`src/rtl/exc_int_unit_pkg.sv`:
```
// Shared definitions for the exception/interrupt unit: ISA exception codes,
// control-op encodings, control-register indices, STATUS bit positions,
// CAUSE field layout and a helper that packs a CAUSE value.
package exc_int_unit_pkg;

    // Exception codes carried down the pipeline with each instruction
    localparam int ISA_EXP_W = 3;
    localparam logic [ISA_EXP_W-1:0] ISA_EXP_NO_EXP = 3'd0;
    localparam logic [ISA_EXP_W-1:0] EXP_EXT_INT    = 3'd1;
    localparam logic [ISA_EXP_W-1:0] EXP_UNDEF_INSN = 3'd2;
    localparam logic [ISA_EXP_W-1:0] EXP_OVERFLOW   = 3'd3;
    localparam logic [ISA_EXP_W-1:0] EXP_MISS_ALIGN = 3'd4;
    localparam logic [ISA_EXP_W-1:0] EXP_TRAP       = 3'd5;

    // Control operations decoded in ID and committed in MEM
    localparam int CTRL_OP_W = 2;
    typedef enum logic [CTRL_OP_W-1:0] {
        CTRL_OP_NOP  = 2'd0,
        CTRL_OP_EXRT = 2'd1,
        CTRL_OP_WRCR = 2'd2
    } ctrl_op_e;

    // Control-register indices
    localparam int CREG_ADDR_W = 5;
    localparam logic [CREG_ADDR_W-1:0] CREG_STATUS   = 5'd0;
    localparam logic [CREG_ADDR_W-1:0] CREG_NEST_LVL = 5'd1;
    localparam logic [CREG_ADDR_W-1:0] CREG_EPC      = 5'd2;
    localparam logic [CREG_ADDR_W-1:0] CREG_VEC_BASE = 5'd3;
    localparam logic [CREG_ADDR_W-1:0] CREG_CAUSE    = 5'd4;
    localparam logic [CREG_ADDR_W-1:0] CREG_INT_MASK = 5'd5;
    localparam logic [CREG_ADDR_W-1:0] CREG_IRQ_PEND = 5'd6;
    localparam logic [CREG_ADDR_W-1:0] CREG_IRQ_MODE = 5'd7;

    // STATUS bit positions
    localparam int ST_MODE = 0;
    localparam int ST_IE   = 1;
    localparam int ST_OVF  = 2;
    localparam int ST_UNF  = 3;

    localparam logic MODE_KERNEL = 1'b0;

    // CAUSE layout: code in the low bits, delay-slot flag, channel in [12:8]
    localparam int CAUSE_W       = 13;
    localparam int CAUSE_DLY_BIT = 7;
    localparam int CAUSE_CH_LSB  = 8;
    localparam int CAUSE_CH_W    = 5;

    function automatic logic [CAUSE_W-1:0] make_cause(
        input logic [ISA_EXP_W-1:0]  code,
        input logic [CAUSE_CH_W-1:0] ch
    );
        logic [CAUSE_W-1:0] c;
        c = '0;
        c[ISA_EXP_W-1:0]               = code;
        c[CAUSE_DLY_BIT]               = 1'b0;
        c[CAUSE_CH_LSB +: CAUSE_CH_W]  = ch;
        return c;
    endfunction

endpackage

```
`src/rtl/exc_int_unit_irq.sv`:
```
// Interrupt pending capture (edge/level per channel) plus lowest-index encoder.
// Latency: edge capture lands one clk after the 0->1 transition; level is combinational.
// Backpressure: none; edges are captured every cycle, stalls only gate the clears.
// Ports: irq/mode/mask in, W1C and take clears in, pend/any/ch out.
module irq_pend_enc
    import exc_int_unit_pkg::*;
#(
    parameter int IRQ_CH = 8
) (
    input  logic                  clk,
    input  logic                  reset,
    input  logic [IRQ_CH-1:0]     irq,
    input  logic [IRQ_CH-1:0]     mode,
    input  logic [IRQ_CH-1:0]     mask,
    input  logic                  w1c_en,
    input  logic [IRQ_CH-1:0]     w1c_dat,
    input  logic                  take_en,
    input  logic [CAUSE_CH_W-1:0] take_ch,
    output logic [IRQ_CH-1:0]     pend,
    output logic                  any,
    output logic [CAUSE_CH_W-1:0] ch
);

    logic [IRQ_CH-1:0] irq_q;
    logic [IRQ_CH-1:0] edge_q;
    logic [IRQ_CH-1:0] edge_set;
    logic [IRQ_CH-1:0] clr;
    logic [IRQ_CH-1:0] active;

    assign edge_set = irq & ~irq_q;

    always_comb begin
        clr = w1c_en ? w1c_dat : '0;
        for (int i = 0; i < IRQ_CH; i++) begin
            if (take_en && (take_ch == CAUSE_CH_W'(i))) begin
                clr[i] = 1'b1;
            end
        end
    end

    // Set beats clear; bits of level channels are held at 0 so a later
    // switch to edge mode never exposes a stale capture.
    always_ff @(posedge clk) begin
        if (reset) begin
            irq_q  <= '0;
            edge_q <= '0;
        end else begin
            irq_q  <= irq;
            edge_q <= mode & (edge_set | (edge_q & ~clr));
        end
    end

    assign pend   = (mode & edge_q) | (~mode & irq);
    assign active = pend & ~mask;
    assign any    = |active;

    always_comb begin
        ch = '0;
        for (int i = IRQ_CH - 1; i >= 0; i--) begin
            if (active[i]) begin
                ch = CAUSE_CH_W'(i);
            end
        end
    end

endmodule

```
`src/rtl/exc_int_unit.sv`:
```
// CPU control unit: exceptions, vectored interrupts, nested save stack, control registers.
// Latency: flush/new_pc combinational in the commit cycle; state lands on the next clk.
// Backpressure: stall freezes all state and suppresses flush (edge capture continues).
// Ports: MEM-stage commit inputs, irq lines, creg read port, exe_mode/int_detect/flush/new_pc out.
module exc_int_unit
    import exc_int_unit_pkg::*;
#(
    parameter  int IRQ_CH     = 8,
    parameter  int NEST_DEPTH = 4,
    parameter  int ADDR_W     = 30,
    parameter  int VEC_SHIFT  = 2,
    localparam int DATA_W     = ADDR_W + 2
) (
    input  logic                   clk,
    input  logic                   reset,
    input  logic [IRQ_CH-1:0]      irq,
    input  logic                   stall,
    input  logic                   mem_en,
    input  logic [ADDR_W-1:0]      mem_pc,
    input  logic [ISA_EXP_W-1:0]   mem_exp_code,
    input  logic [CTRL_OP_W-1:0]   mem_ctrl_op,
    input  logic [4:0]             mem_dst_addr,
    input  logic [DATA_W-1:0]      mem_out,
    input  logic [4:0]             creg_rd_addr,
    output logic [DATA_W-1:0]      creg_rd_data,
    output logic                   exe_mode,
    output logic                   int_detect,
    output logic                   flush,
    output logic [ADDR_W-1:0]      new_pc
);

    localparam int IDX_W = $clog2(NEST_DEPTH);
    localparam int LVL_W = IDX_W + 1;

    logic                  int_en, ovf, unf;
    logic [LVL_W-1:0]      nest_lvl;
    logic [ADDR_W-1:0]     vec_base;
    logic [CAUSE_W-1:0]    cause;
    logic [IRQ_CH-1:0]     mask, mode, pend;
    logic                  irq_any;
    logic [CAUSE_CH_W-1:0] irq_ch;

    logic [ADDR_W-1:0]     stk_epc  [NEST_DEPTH];
    logic                  stk_mode [NEST_DEPTH];
    logic                  stk_ie   [NEST_DEPTH];

    logic                  full, empty, commit;
    logic                  do_exp, do_int, do_exrt, do_wrcr;
    logic [IDX_W-1:0]      top_idx, push_idx;
    logic [ADDR_W-1:0]     top_epc, int_vec;
    logic                  unused_mem_out_hi;

    assign unused_mem_out_hi = ^mem_out[DATA_W-1:ADDR_W];

    assign full     = (nest_lvl == LVL_W'(NEST_DEPTH));
    assign empty    = (nest_lvl == '0);
    assign top_idx  = IDX_W'(nest_lvl - LVL_W'(1));
    // A push on a full stack overwrites the top entry rather than wrapping.
    assign push_idx = full ? top_idx : IDX_W'(nest_lvl);
    assign top_epc  = empty ? '0 : stk_epc[top_idx];
    assign int_vec  = vec_base + ((ADDR_W'(irq_ch) + ADDR_W'(1)) << VEC_SHIFT);

    // Interrupts are refused once the stack is full so that only a
    // synchronous exception can ever overflow it.
    assign int_detect = int_en & ~full & irq_any;

    assign commit  = mem_en & ~stall & ~reset;
    assign do_exp  = commit & (mem_exp_code != ISA_EXP_NO_EXP);
    assign do_int  = commit & ~do_exp & int_detect;
    assign do_exrt = commit & ~do_exp & ~int_detect & (mem_ctrl_op == CTRL_OP_EXRT);
    assign do_wrcr = commit & ~do_exp & ~int_detect & (mem_ctrl_op == CTRL_OP_WRCR);

    irq_pend_enc #(.IRQ_CH(IRQ_CH)) u_irq (
        .clk     (clk),
        .reset   (reset),
        .irq     (irq),
        .mode    (mode),
        .mask    (mask),
        .w1c_en  (do_wrcr && (mem_dst_addr == CREG_IRQ_PEND)),
        .w1c_dat (mem_out[IRQ_CH-1:0]),
        .take_en (do_int),
        .take_ch (irq_ch),
        .pend    (pend),
        .any     (irq_any),
        .ch      (irq_ch)
    );

    always_comb begin
        flush  = 1'b0;
        new_pc = '0;
        if (do_exp) begin
            flush  = 1'b1;
            new_pc = vec_base;
        end else if (do_int) begin
            flush  = 1'b1;
            new_pc = int_vec;
        end else if (do_exrt) begin
            flush  = 1'b1;
            new_pc = top_epc;
        end else if (do_wrcr) begin
            flush  = 1'b1;
            new_pc = mem_pc + ADDR_W'(1);
        end
    end

    // Stack contents need no reset: nest_lvl alone defines what is valid.
    always_ff @(posedge clk) begin
        if (do_exp || do_int) begin
            stk_epc[push_idx]  <= mem_pc;
            stk_mode[push_idx] <= exe_mode;
            stk_ie[push_idx]   <= int_en;
        end else if (do_wrcr && (mem_dst_addr == CREG_EPC) && !empty) begin
            stk_epc[top_idx] <= mem_out[ADDR_W-1:0];
        end
    end

    always_ff @(posedge clk) begin
        if (reset) begin
            exe_mode <= MODE_KERNEL;
            int_en   <= 1'b0;
            ovf      <= 1'b0;
            unf      <= 1'b0;
            nest_lvl <= '0;
            vec_base <= '0;
            cause    <= '0;
            mask     <= '1;
            mode     <= '0;
        end else begin
            if (do_exp || do_int) begin
                exe_mode <= MODE_KERNEL;
                int_en   <= 1'b0;
                cause    <= do_exp ? make_cause(mem_exp_code, '0)
                                   : make_cause(EXP_EXT_INT, irq_ch);
                if (full) ovf      <= 1'b1;
                else      nest_lvl <= nest_lvl + LVL_W'(1);
            end
            if (do_exrt) begin
                if (empty) begin
                    unf <= 1'b1;
                end else begin
                    exe_mode <= stk_mode[top_idx];
                    int_en   <= stk_ie[top_idx];
                    nest_lvl <= nest_lvl - LVL_W'(1);
                end
            end
            if (do_wrcr) begin
                case (mem_dst_addr)
                    CREG_STATUS: begin
                        exe_mode <= mem_out[ST_MODE];
                        int_en   <= mem_out[ST_IE];
                        ovf      <= 1'b0;
                        unf      <= 1'b0;
                    end
                    CREG_VEC_BASE: vec_base <= mem_out[ADDR_W-1:0];
                    CREG_CAUSE:    cause    <= mem_out[CAUSE_W-1:0];
                    CREG_INT_MASK: mask     <= mem_out[IRQ_CH-1:0];
                    CREG_IRQ_MODE: mode     <= mem_out[IRQ_CH-1:0];
                    default: ;
                endcase
            end
        end
    end

    always_comb begin
        creg_rd_data = '0;
        case (creg_rd_addr)
            CREG_STATUS: begin
                creg_rd_data[ST_MODE] = exe_mode;
                creg_rd_data[ST_IE]   = int_en;
                creg_rd_data[ST_OVF]  = ovf;
                creg_rd_data[ST_UNF]  = unf;
            end
            CREG_NEST_LVL: creg_rd_data = DATA_W'(nest_lvl);
            CREG_EPC:      creg_rd_data = DATA_W'(top_epc);
            CREG_VEC_BASE: creg_rd_data = DATA_W'(vec_base);
            CREG_CAUSE:    creg_rd_data = DATA_W'(cause);
            CREG_INT_MASK: creg_rd_data = DATA_W'(mask);
            CREG_IRQ_PEND: creg_rd_data = DATA_W'(pend);
            CREG_IRQ_MODE: creg_rd_data = DATA_W'(mode);
            default: ;
        endcase
    end

endmodule

```
`config.mk`:
```
export PLATFORM = sky130hd
export DESIGN_NAME = exc_int_unit
export DESIGN_NICKNAME = d
export VERILOG_FILES = /design/src/rtl/exc_int_unit_pkg.sv /design/src/rtl/exc_int_unit_irq.sv /design/src/rtl/exc_int_unit.sv
export SDC_FILE = /design/constraint.sdc
export NUM_CORES = 1
export LEC_CHECK = 0
export ABC_AREA = 0
export ABC_CLOCK_PERIOD_IN_PS = 8050
export BUFFER_PORTS_ARGS = -buffer_cell sky130_fd_sc_hd__clkbuf_2
export CAP_MARGIN = 20
export CORE_UTILIZATION = 55
export DETAILED_ROUTE_END_ITERATION = 8
export GPL_TIMING_DRIVEN = 1
export MAX_ROUTING_LAYER = met4
export PLACE_DENSITY = 0.82
export SYNTH_ARGS = -nofsm -noshare
export SYNTH_HDL_FRONTEND = slang
export SYNTH_SLANG_ARGS = --single-unit
export TNS_END_PERCENT = 1
```
`constraint.sdc`:
```
create_clock -name clk -period 8.05 [get_ports clk]
set_clock_uncertainty 0.1 [all_clocks]
set_input_delay 1.2075 -clock clk [delete_from_list [all_inputs] [get_ports clk]]
set_output_delay 1.2075 -clock clk [all_outputs]
set_load 0.03 [all_outputs]
```
==> results.cfg, run 1 <==
[clock_tree]
path_clk_slew_ps = 70
cts_tree = yes
ctsHoldBuffers = 0
root_buffer = clkbuf_16
post_cts_buffers = 0
cts_resized = 0
cts_buffers = 22
htree_levels = 1
cts_buffer_depth = 3
clock_latency_ps = 520
cts_num_sinks = 210

[worst_setup_path]
crit_path_start = irq[6]
timing.rr.start = mode[3]
rrSetupSlack_ps = 3260
critPathKind = in -> out
worstReg2RegEnd = stk_epc[2][6]
worst_ep_required_time_ps = 6740
worst_r2r_path_depth = 8
end_kind = output pin
cp-start-kind = input port
critPathMaxFanout = 6
cp.arrival_ps = 5410

[die]
initial_core_util_pct = 56.6
rows = 52
die_area_um2 = 21500
ios = 154
die_x_um = 147
floorplan.die.height_um = 147
core_area_um2 = 20400

[hold_path]
hold_end = cause[4]
hold_depth = 2
hold_path.class = reg -> reg
min_from = cause[4]

[layout]
area_growth_pct = 14.3
multi_input_area_um2 = 5660
stdcell_count = 1509
nFillCells = 1593
drive_gt1_share_pct = 20.7
nets = 1329
seq_area_um2 = 5490
diodes = 0

[timing]
report.final.slew_viol_count = 0
maxSlewHeadroom_pct = 25.1
rsz0062_at_grt = false
hold_violations = 0
period_needed_ps = 6720
min_period_over_period_pct = 83.4
fin_setup_tns_ps = 0
worst_slew_pin_slew_ps = 1120
setup_viol = 0
fmax_mhz = 149

[yosys]
ys_ff_latch = 210
async_flop_share_pct = 0
synth_edf_count = 128
ys_top_cells_by_area = edfxtp_1, dfxtp_1, mux4_2
yosysTopAreaCell = edfxtp_1
synthesis.area_um2 = 11500
yosys.area.top_type_share_pct = 33.3
yosysSeqAreaShare_pct = 47.6
synth_flop_cell = edfxtp_1
yosysWarnings = 0
synth_common_cells = nand2_1, edfxtp_1, dfxtp_1
synth_cell_types = 77
synth_cells = 1113
syn_area_per_cell_um2 = 10.4
yosysMostFrequentCell = nand2_1

[route]
vias = 10202
vias_per_cell = 6.76
wirelength_mm = 35.2
drt_iter0_markers = 1487
ant_nets = 0
route.detailed.drc = 0
wire_per_inst_um = 23.3
dr.pass1.iters = 5

[power]
ir_worst_vdd_mv = 0.160
total_power_mw = 2.50
p_leak_nw = 4.61
power_density_nw_per_um2 = 190

[global_routing]
use_met1_pct = 43.6
met3_usage_pct = 5.68
grt_usage_pct = 33.7
antenna_found_initial = 0
busiest_layer = met2
grt_pass1_vias = 9920
grt_max_degree = 87
gr-total-overflow = 0
grt_use_met2_pct = 51.4
grt_pass1_wl_mm = 54.4

[placed_design]
placed_cells = 1469
gp_congestion = 0.966
dp_hpwl_mm = 23.2
port-buffer-count = 149

[flow_run]
drv_cap = 0

[status]
status = finished clean
-- worst max-delay path, cell delays in order --
cell and delay [ps]:
clkbuf_2 90, mux2_2 290, a211oi_1 300, o211ai_1 140
a21oi_1 490, inv_1 180, ha_1 330, inv_1 70
fa_1 430, a21o_1 190, a21oi_1 520, nor3_1 270
and2_1 240, and4b_1 180, a211o_1 280, clkbuf_2 190
-- area by class of cell --
class                      count  area share [%]
clock buffer                  31            4.66
clock inverter                 9            1.01
inverter                      22           0.627
multi-input combinational    802            42.9
sequential                   210            41.6
tap                          270            2.56
timing repair buffer         165            6.57
-- worst max-delay path by stage --
stage / end / slack (ps) / depth (start not counted)
after floorplan: new_pc[12] / 2270 / 12
after global placement: new_pc[28] / 1570 / 16
after detailed placement: new_pc[28] / 1520 / 16
after CTS: new_pc[28] / 1510 / 16
after global routing: new_pc[28] / 1250 / 16
final: new_pc[28] / 1330 / 16
-- per-layer routing --
layer	share of wire [%]	wire, µm	vias up
met4	4.9	1720	0
met3	12	4350	157
met2	45	16000	815
li1	-	-	4436
met5	0	0	-
met1	37	13200	4794
-- report_power, final --
| group | internal [mW] | switching (mW) | leakage, nW |
|---|---|---|---|
| Combinational | 0.0995 | 0.182 | 2.42 |
| Sequential | 1.15 | 0.00602 | 1.83 |
| Clock | 0.630 | 0.427 | 0.363 |
| Total | 1.88 | 0.615 | 4.61 |
-- kinds of logic after synthesis --
kind of cell / after synthesis / share of synthesized area, %
other: 1 / 0.0325
XOR/XNOR: 32 / 2.43
multiplexers: 79 / 10.9
flip-flops: 210 / 47.6
buffers and inverters: 102 / 3.66
AND/OR/NAND/NOR: 396 / 17.1
AO/OA/AOI/OAI: 276 / 16.3
adder cells (fa/ha/maj): 17 / 1.91
-- cells in the final DEF (no fill, tap or decap), types with 17 or more instances in the layout --
cell	instances
nand4_1	17
clkbuf_16	22
xnor2_1	23
mux4_2	34
o21ai_0	29
inv_1	21
nor2_1	49
dfxtp_1	81
nand2_1	159
a221oi_1	19
o21ai_1	22
a21oi_1	76
nand3_1	40
clkbuf_2	148
edfxtp_1	128
mux2_1	26
a211oi_1	17
nor2b_1	19
nor3_1	29
-- sequential cells by signal, indices dropped and copies added, names as in the netlist, 4 cells and up --
signal / flops
stk_ie: 4
mask: 8
u_irq.irq_q: 8
stk_mode: 4
cause: 13
vec_base: 30
u_irq.edge_q: 8
mode: 8
stk_epc: 120
-- per-stage QoR --
step           worst slack, ps  utilization (%)  hold slack (ps)  instance area, µm²
2_1_floorplan             2270                -              341               11500
3_3_place_gp              1570             61.1              350               12400
3_5_place_dp              1520             61.1              359               12400
4_1_cts                   1510             64.7              367               13200
5_1_grt                   1250             64.7              385               13200
6_report                  1330             64.7              365               13200
Power figures use the tool's default switching activity.
==> inputs of run 2 (changes only) <==
--- a/config.mk
+++ b/config.mk
@@ -6,7 +6,7 @@
 export NUM_CORES = 1
 export LEC_CHECK = 0
 export ABC_AREA = 0
-export ABC_CLOCK_PERIOD_IN_PS = 8050
+export ABC_CLOCK_PERIOD_IN_PS = 6400
 export BUFFER_PORTS_ARGS = -buffer_cell sky130_fd_sc_hd__clkbuf_2
 export CAP_MARGIN = 20
 export CORE_UTILIZATION = 55
==> constraint.sdc (replaced) <==
create_clock -name clk -period 6.4 [get_ports clk]
set_clock_uncertainty 0.1 [all_clocks]
set_input_delay 0.96 -clock clk [delete_from_list [all_inputs] [get_ports clk]]
set_output_delay 0.96 -clock clk [all_outputs]
set_load 0.03 [all_outputs]
==> run 2 against run 1 <==
Power increased by 24%. Clock power increased by 22%. Core utilization increased by 0.055 points. Sequential share of layout area about the same. Flip-flop and latch count unchanged. Design area about the same. Worst setup slack got worse by 760 ps. Register-to-register slack got worse by 1300 ps. Die area unchanged.
==> results.cfg, run 2 (same netlist as run 1, synthesis figures left out) <==
[clock_tree]
cts_resized = 0
htree_levels = 1
post_cts_buffers = 0
ctsHoldBuffers = 0
cts_buffer_depth = 3
cts_num_sinks = 210
cts_tree = yes
clock_latency_ps = 510
root_buffer = clkbuf_16
path_clk_slew_ps = 60
cts_buffers = 23

[timing]
fmax_mhz = 172
rsz0062_at_grt = false
worst_slack_ps = 577
worst_slew_pin_slew_ps = 1080
hold_violations = 0
maxSlewHeadroom_pct = 27.7
min_period_over_period_pct = 91.0
setup_viol = 0
period_needed_ps = 5820
report.final.slew_viol_count = 0
fin_setup_tns_ps = 0

[route]
wire_per_inst_um = 23.3
vias = 10221
drt_iter0_markers = 1228
vias_per_cell = 6.74
ant_nets = 0
route.detailed.drc = 0
wirelength_mm = 35.3
dr.pass1.iters = 8

[power]
p_leak_nw = 4.62
ir_worst_vdd_mv = 0.191
power_density_nw_per_um2 = 235
total_power_mw = 3.10

[layout]
nFillCells = 1568
fin_area_um2 = 13200
nets = 1335
final_util_pct = 64.8
area_growth_pct = 14.4
drive_gt1_share_pct = 20.8
final_common_cell = nand2_1
diodes = 0
largestRegisters = stk_epc (120), vec_base (30), cause (13)
final_cell_mix = nand2_1, clkbuf_2, edfxtp_1
regMostFlops = stk_epc
largest_reg_flops = 120

[global_routing]
grt_usage_pct = 33.7
gr-total-overflow = 0
antenna_found_initial = 0
grt_max_degree = 87
grt_pass1_vias = 9682
grt_pass1_wl_mm = 54.1

[worst_setup_path]
critPathMaxStageDelay_ps = 500
critPathMaxFanout = 5
critPathKind = in -> out
worst_ep_required_time_ps = 5340
worst-path-buf-inv = 5
slowest_stage = a221oi_1
crit_path_start = irq[6]
cp-start-kind = input port
timing.rr.start = nest_lvl[1]
cp_top_family = compound AO/OA/AOI/OAI gates
cp.arrival_ps = 4760
end_kind = output pin
worstPathCellList = clkbuf_2, mux2_2, a211oi_1, o211ai_1, a21oi_1, inv_1, ha_1, inv_1, fa_1, a21o_1, a21oi_1, buf_4, nor2_1, a221oi_1, clkbuf_2

[hold_path]
min_from = cause[4]
hold_path.class = reg -> reg

[status]
status = finished clean

[die]
ios = 154
die_x_um = 147
initial_core_util_pct = 56.6
die_area_um2 = 21500
core_area_um2 = 20400
rows = 52
floorplan.die.height_um = 147

[flow_run]
drv_cap = 0

[placed_design]
gp_congestion = 0.948
dp_hpwl_mm = 24.0
placed_area_um2 = 12500
port-buffer-count = 149
place_ws_ps = 616
-- run 2: changes by cell type in the layout (fill, tap and decap cells not counted), sizes merged --
cell	before	now
buf	17	22
clkbuf	179	176
inv	22	23
clkinv	5	10
bufinv	3	2
-- run 2: layer usage --
metal  global-route usage, %  up-vias  routed length, µm
met2                    51.4      799              16000
li1                        -     4468                  -
met1                    44.5     4827              13200
met3                    6.30      127               4580
met5                       -        -                  0
met4                    13.5        0               1530
-- run 2: worst paths after layout --
check                                     end  slack (ps)  cells after the start
worst min register to register       cause[4]         370                      2
worst max register to register  stk_epc[1][4]        1950                      9
worst max-delay path               new_pc[12]         580                     15
worst min-delay path                 cause[4]         370                      2
-- run 2: cell type report --
type | count | area [µm²] | area share [%]
clock inverter | 14 | 116 | 0.882
inverter | 22 | 82.6 | 0.626
timing repair buffer | 170 | 903 | 6.85
sequential | 210 | 5490 | 41.6
multi-input combinational | 802 | 5660 | 42.9
tap | 270 | 338 | 2.56
clock buffer | 28 | 604 | 4.58
-- run 2: power by group --
part | leakage (nW) | switching (mW) | internal [mW]
combinational | 2.44 | 0.229 | 0.125
sequential | 1.83 | 0.00752 | 1.45
clock | 0.349 | 0.539 | 0.749
total | 4.62 | 0.776 | 2.33
-- run 2: worst reg2reg max path, stage by stage (launching register included) --
cell	delay (ps)
dfxtp_1	500
inv_1	180
ha_1	270
nand2_1	280
and2_1	240
o41ai_4	210
inv_2	580
a21oi_4	370
o21ai_2	950
buf_4	440
-- run 2: per-stage QoR --
stage / hold slack [ps] / std cells
finish: 367 / 1516
detailed placement: 355 / 1474
CTS: 364 / 1516
global placement: 351 / 1474
floorplan: 341 / 1114
global route: 377 / 1516
==> inputs of run 3 (changes only) <==
--- a/config.mk
+++ b/config.mk
@@ -7,13 +7,13 @@
 export LEC_CHECK = 0
 export ABC_AREA = 0
 export ABC_CLOCK_PERIOD_IN_PS = 6400
-export BUFFER_PORTS_ARGS = -buffer_cell sky130_fd_sc_hd__clkbuf_2
 export CAP_MARGIN = 20
 export CORE_UTILIZATION = 55
 export DETAILED_ROUTE_END_ITERATION = 8
+export DONT_BUFFER_PORTS = 1
 export GPL_TIMING_DRIVEN = 1
 export MAX_ROUTING_LAYER = met4
-export PLACE_DENSITY = 0.82
+export PLACE_DENSITY = 0.75
 export SYNTH_ARGS = -nofsm -noshare
 export SYNTH_HDL_FRONTEND = slang
 export SYNTH_SLANG_ARGS = --single-unit
==> run 3 against run 2 <==
Global-route usage is 0.98 points lower. Power decreased by 1.8%. Design area down 3.3%. Clock power barely moved. Core utilization decreased by 2.2 points. Worst setup slack worse by 96 ps. Wire length down 2.5%. Critical path depth fell by 1. Sequential share of layout area is 1.4 points higher. First-iteration DRC count down 3.9%. Non-clock buffer count fell by 113. Maximum frequency is 1.6% lower. Critical path type is now reg -> out. Largest cell class unchanged. Highest routed layer unchanged.
==> results.cfg, run 3 (same netlist as run 1, synthesis figures left out) <==
[status]
status = finished clean

[timing]
fin_setup_tns_ps = 0
hold_violations = 0
min_period_over_period_pct = 92.5
period_needed_ps = 5920
maxSlewHeadroom_pct = 26.5
rsz0062_at_grt = false
worst_slew_pin_slew_ps = 1100
report.final.slew_viol_count = 0
setup_viol = 0
fmax_mhz = 169

[global_routing]
grt_pass1_vias = 9035
antenna_found_initial = 1
grt_max_degree = 88
gr-total-overflow = 0
grt_usage_pct = 32.7
grt_pass1_wl_mm = 52.4

[die]
die_x_um = 147
ios = 154
initial_core_util_pct = 56.6
die_area_um2 = 21500
rows = 52
core_area_um2 = 20400
floorplan.die.height_um = 147

[hold_path]
hold_end = cause[5]
hold_depth = 2
min_from = cause[5]
hold_path.class = reg -> reg

[worst_setup_path]
critPathKind = reg -> out
worst_ep_required_time_ps = 5340
cp-start-kind = flip-flop
worstPathCellList = mux2_2, a211oi_1, o211ai_1, a21oi_1, inv_1, ha_1, inv_1, ha_1, a211o_1, a21oi_1, nor3_1, xor2_1, o22ai_1, nor2_1
critPathMaxFanout = 8
slowest_stage = nor2_1
critPathMaxStageDelay_ps = 590
worst-path-buf-inv = 2
worstReg2RegEnd = stk_epc[2][4]
cp_top_family = compound AO/OA/AOI/OAI gates
worst_r2r_path_depth = 8
timing.rr.start = mode[0]
end_kind = output pin
cp.arrival_ps = 4860
rrSetupSlack_ps = 2550

[layout]
regMostFlops = stk_epc
drive_gt1_share_pct = 13.2
final_cell_mix = nand2_1, edfxtp_1, dfxtp_1
largest_reg_flops = 120
area_growth_pct = 10.6
largestRegisters = stk_epc (120), vec_base (30), cause (13)
stdcell_count = 1403
nets = 1222
final_common_cell = nand2_1

[route]
drt_iter0_markers = 1180
top_layer = met4
wl_met3_mm = 4.13
wirelength_mm = 34.4
ant_nets = 0
route.detailed.drc = 0
vias = 9486
wl_met1_mm = 13.2
dr.pass1.iters = 6
wire_per_inst_um = 24.5
vias_per_cell = 6.76
met2RoutedLength_mm = 16.0

[placed_design]
placed_cells = 1361
gp_congestion = 0.954
port-buffer-count = 0
dp_hpwl_mm = 23.1

[clock_tree]
cts_tree = yes
cts_buffers = 23
root_buffer = clkbuf_16
clock_latency_ps = 530
cts_num_sinks = 210
cts_resized = 0
htree_levels = 1
path_clk_slew_ps = 60
ctsHoldBuffers = 0
cts_buffer_depth = 3
post_cts_buffers = 0

[power]
p_leak_nw = 4.18
ir_worst_vdd_mv = 0.229
power_density_nw_per_um2 = 239

[flow_run]
drv_cap = 0
-- run 3: changes by cell type in the layout (fill, tap and decap cells not counted) --
| cell | delta |
|---|---|
| clkbuf_8 | +3 |
| clkbuf_1 | +4 |
| inv_6 | -1 |
| clkinv_4 | +1 |
| buf_2 | -1 |
| bufinv_16 | -1 |
| clkinv_1 | -8 |
| o21ai_2 | -2 |
| o21ai_4 | +2 |
| diode_2 | +1 |
| inv_16 | +1 |
| clkbuf_2 | -148 |
| buf_4 | +36 |
-- run 3: layer usage --
metal,global-route usage [%],vias up
met5,-,-
met4,9.58,0
met3,6.71,93
met2,50.7,616
met1,43.4,4543
li1,-,4234
-- run 3: final cells by class --
type,instances,area (µm²)
multi-input combinational,802,5680
antenna,1,2.50
inverter,22,82.6
timing repair buffer,57,428
sequential,210,5490
clock inverter,6,76.3
clock buffer,35,661
fill,1610,7610
tap,270,338
-- run 3: how the worst max path moves through the flow --
stage	start	endpoint	cells after the start
floorplan	irq[6]	new_pc[12]	12
global placement	irq[6]	new_pc[15]	14
detailed placement	irq[6]	new_pc[15]	14
CTS	mode[6]	new_pc[15]	14
global route	mode[6]	new_pc[15]	14
finish	mode[6]	new_pc[15]	14
-- run 3: power breakdown --
part / internal [mW] / switching [mW] / leakage (nW)
clock network: 0.757 / 0.544 / 0.358
registers: 1.45 / 0.00722 / 1.83
logic: 0.107 / 0.180 / 1.99
-- run 3: metrics by stage --
stage / hold slack [ps] / utilization (%) / power, mW / worst slack, ps / area [µm²]
2_1_floorplan: 341 / - / 1.70 / 1110 / 11500
3_3_place_gp: 343 / 59.0 / 1.76 / 706 / 12000
3_5_place_dp: 350 / 59.0 / 1.77 / 677 / 12000
4_1_cts: 359 / 62.6 / 3.05 / 604 / 12700
5_1_grt: 376 / 62.6 / 3.13 / 219 / 12700
6_report: 360 / 62.6 / 3.05 / 481 / 12700
-- run 3: worst reg2reg max path, delay by kind of cell (launching register included) --
family          cells  cell delay [ps]
buf+inv             2              790
compound gates      4             1120
flops               1              380
simple gates        1              610
mux                 1              460
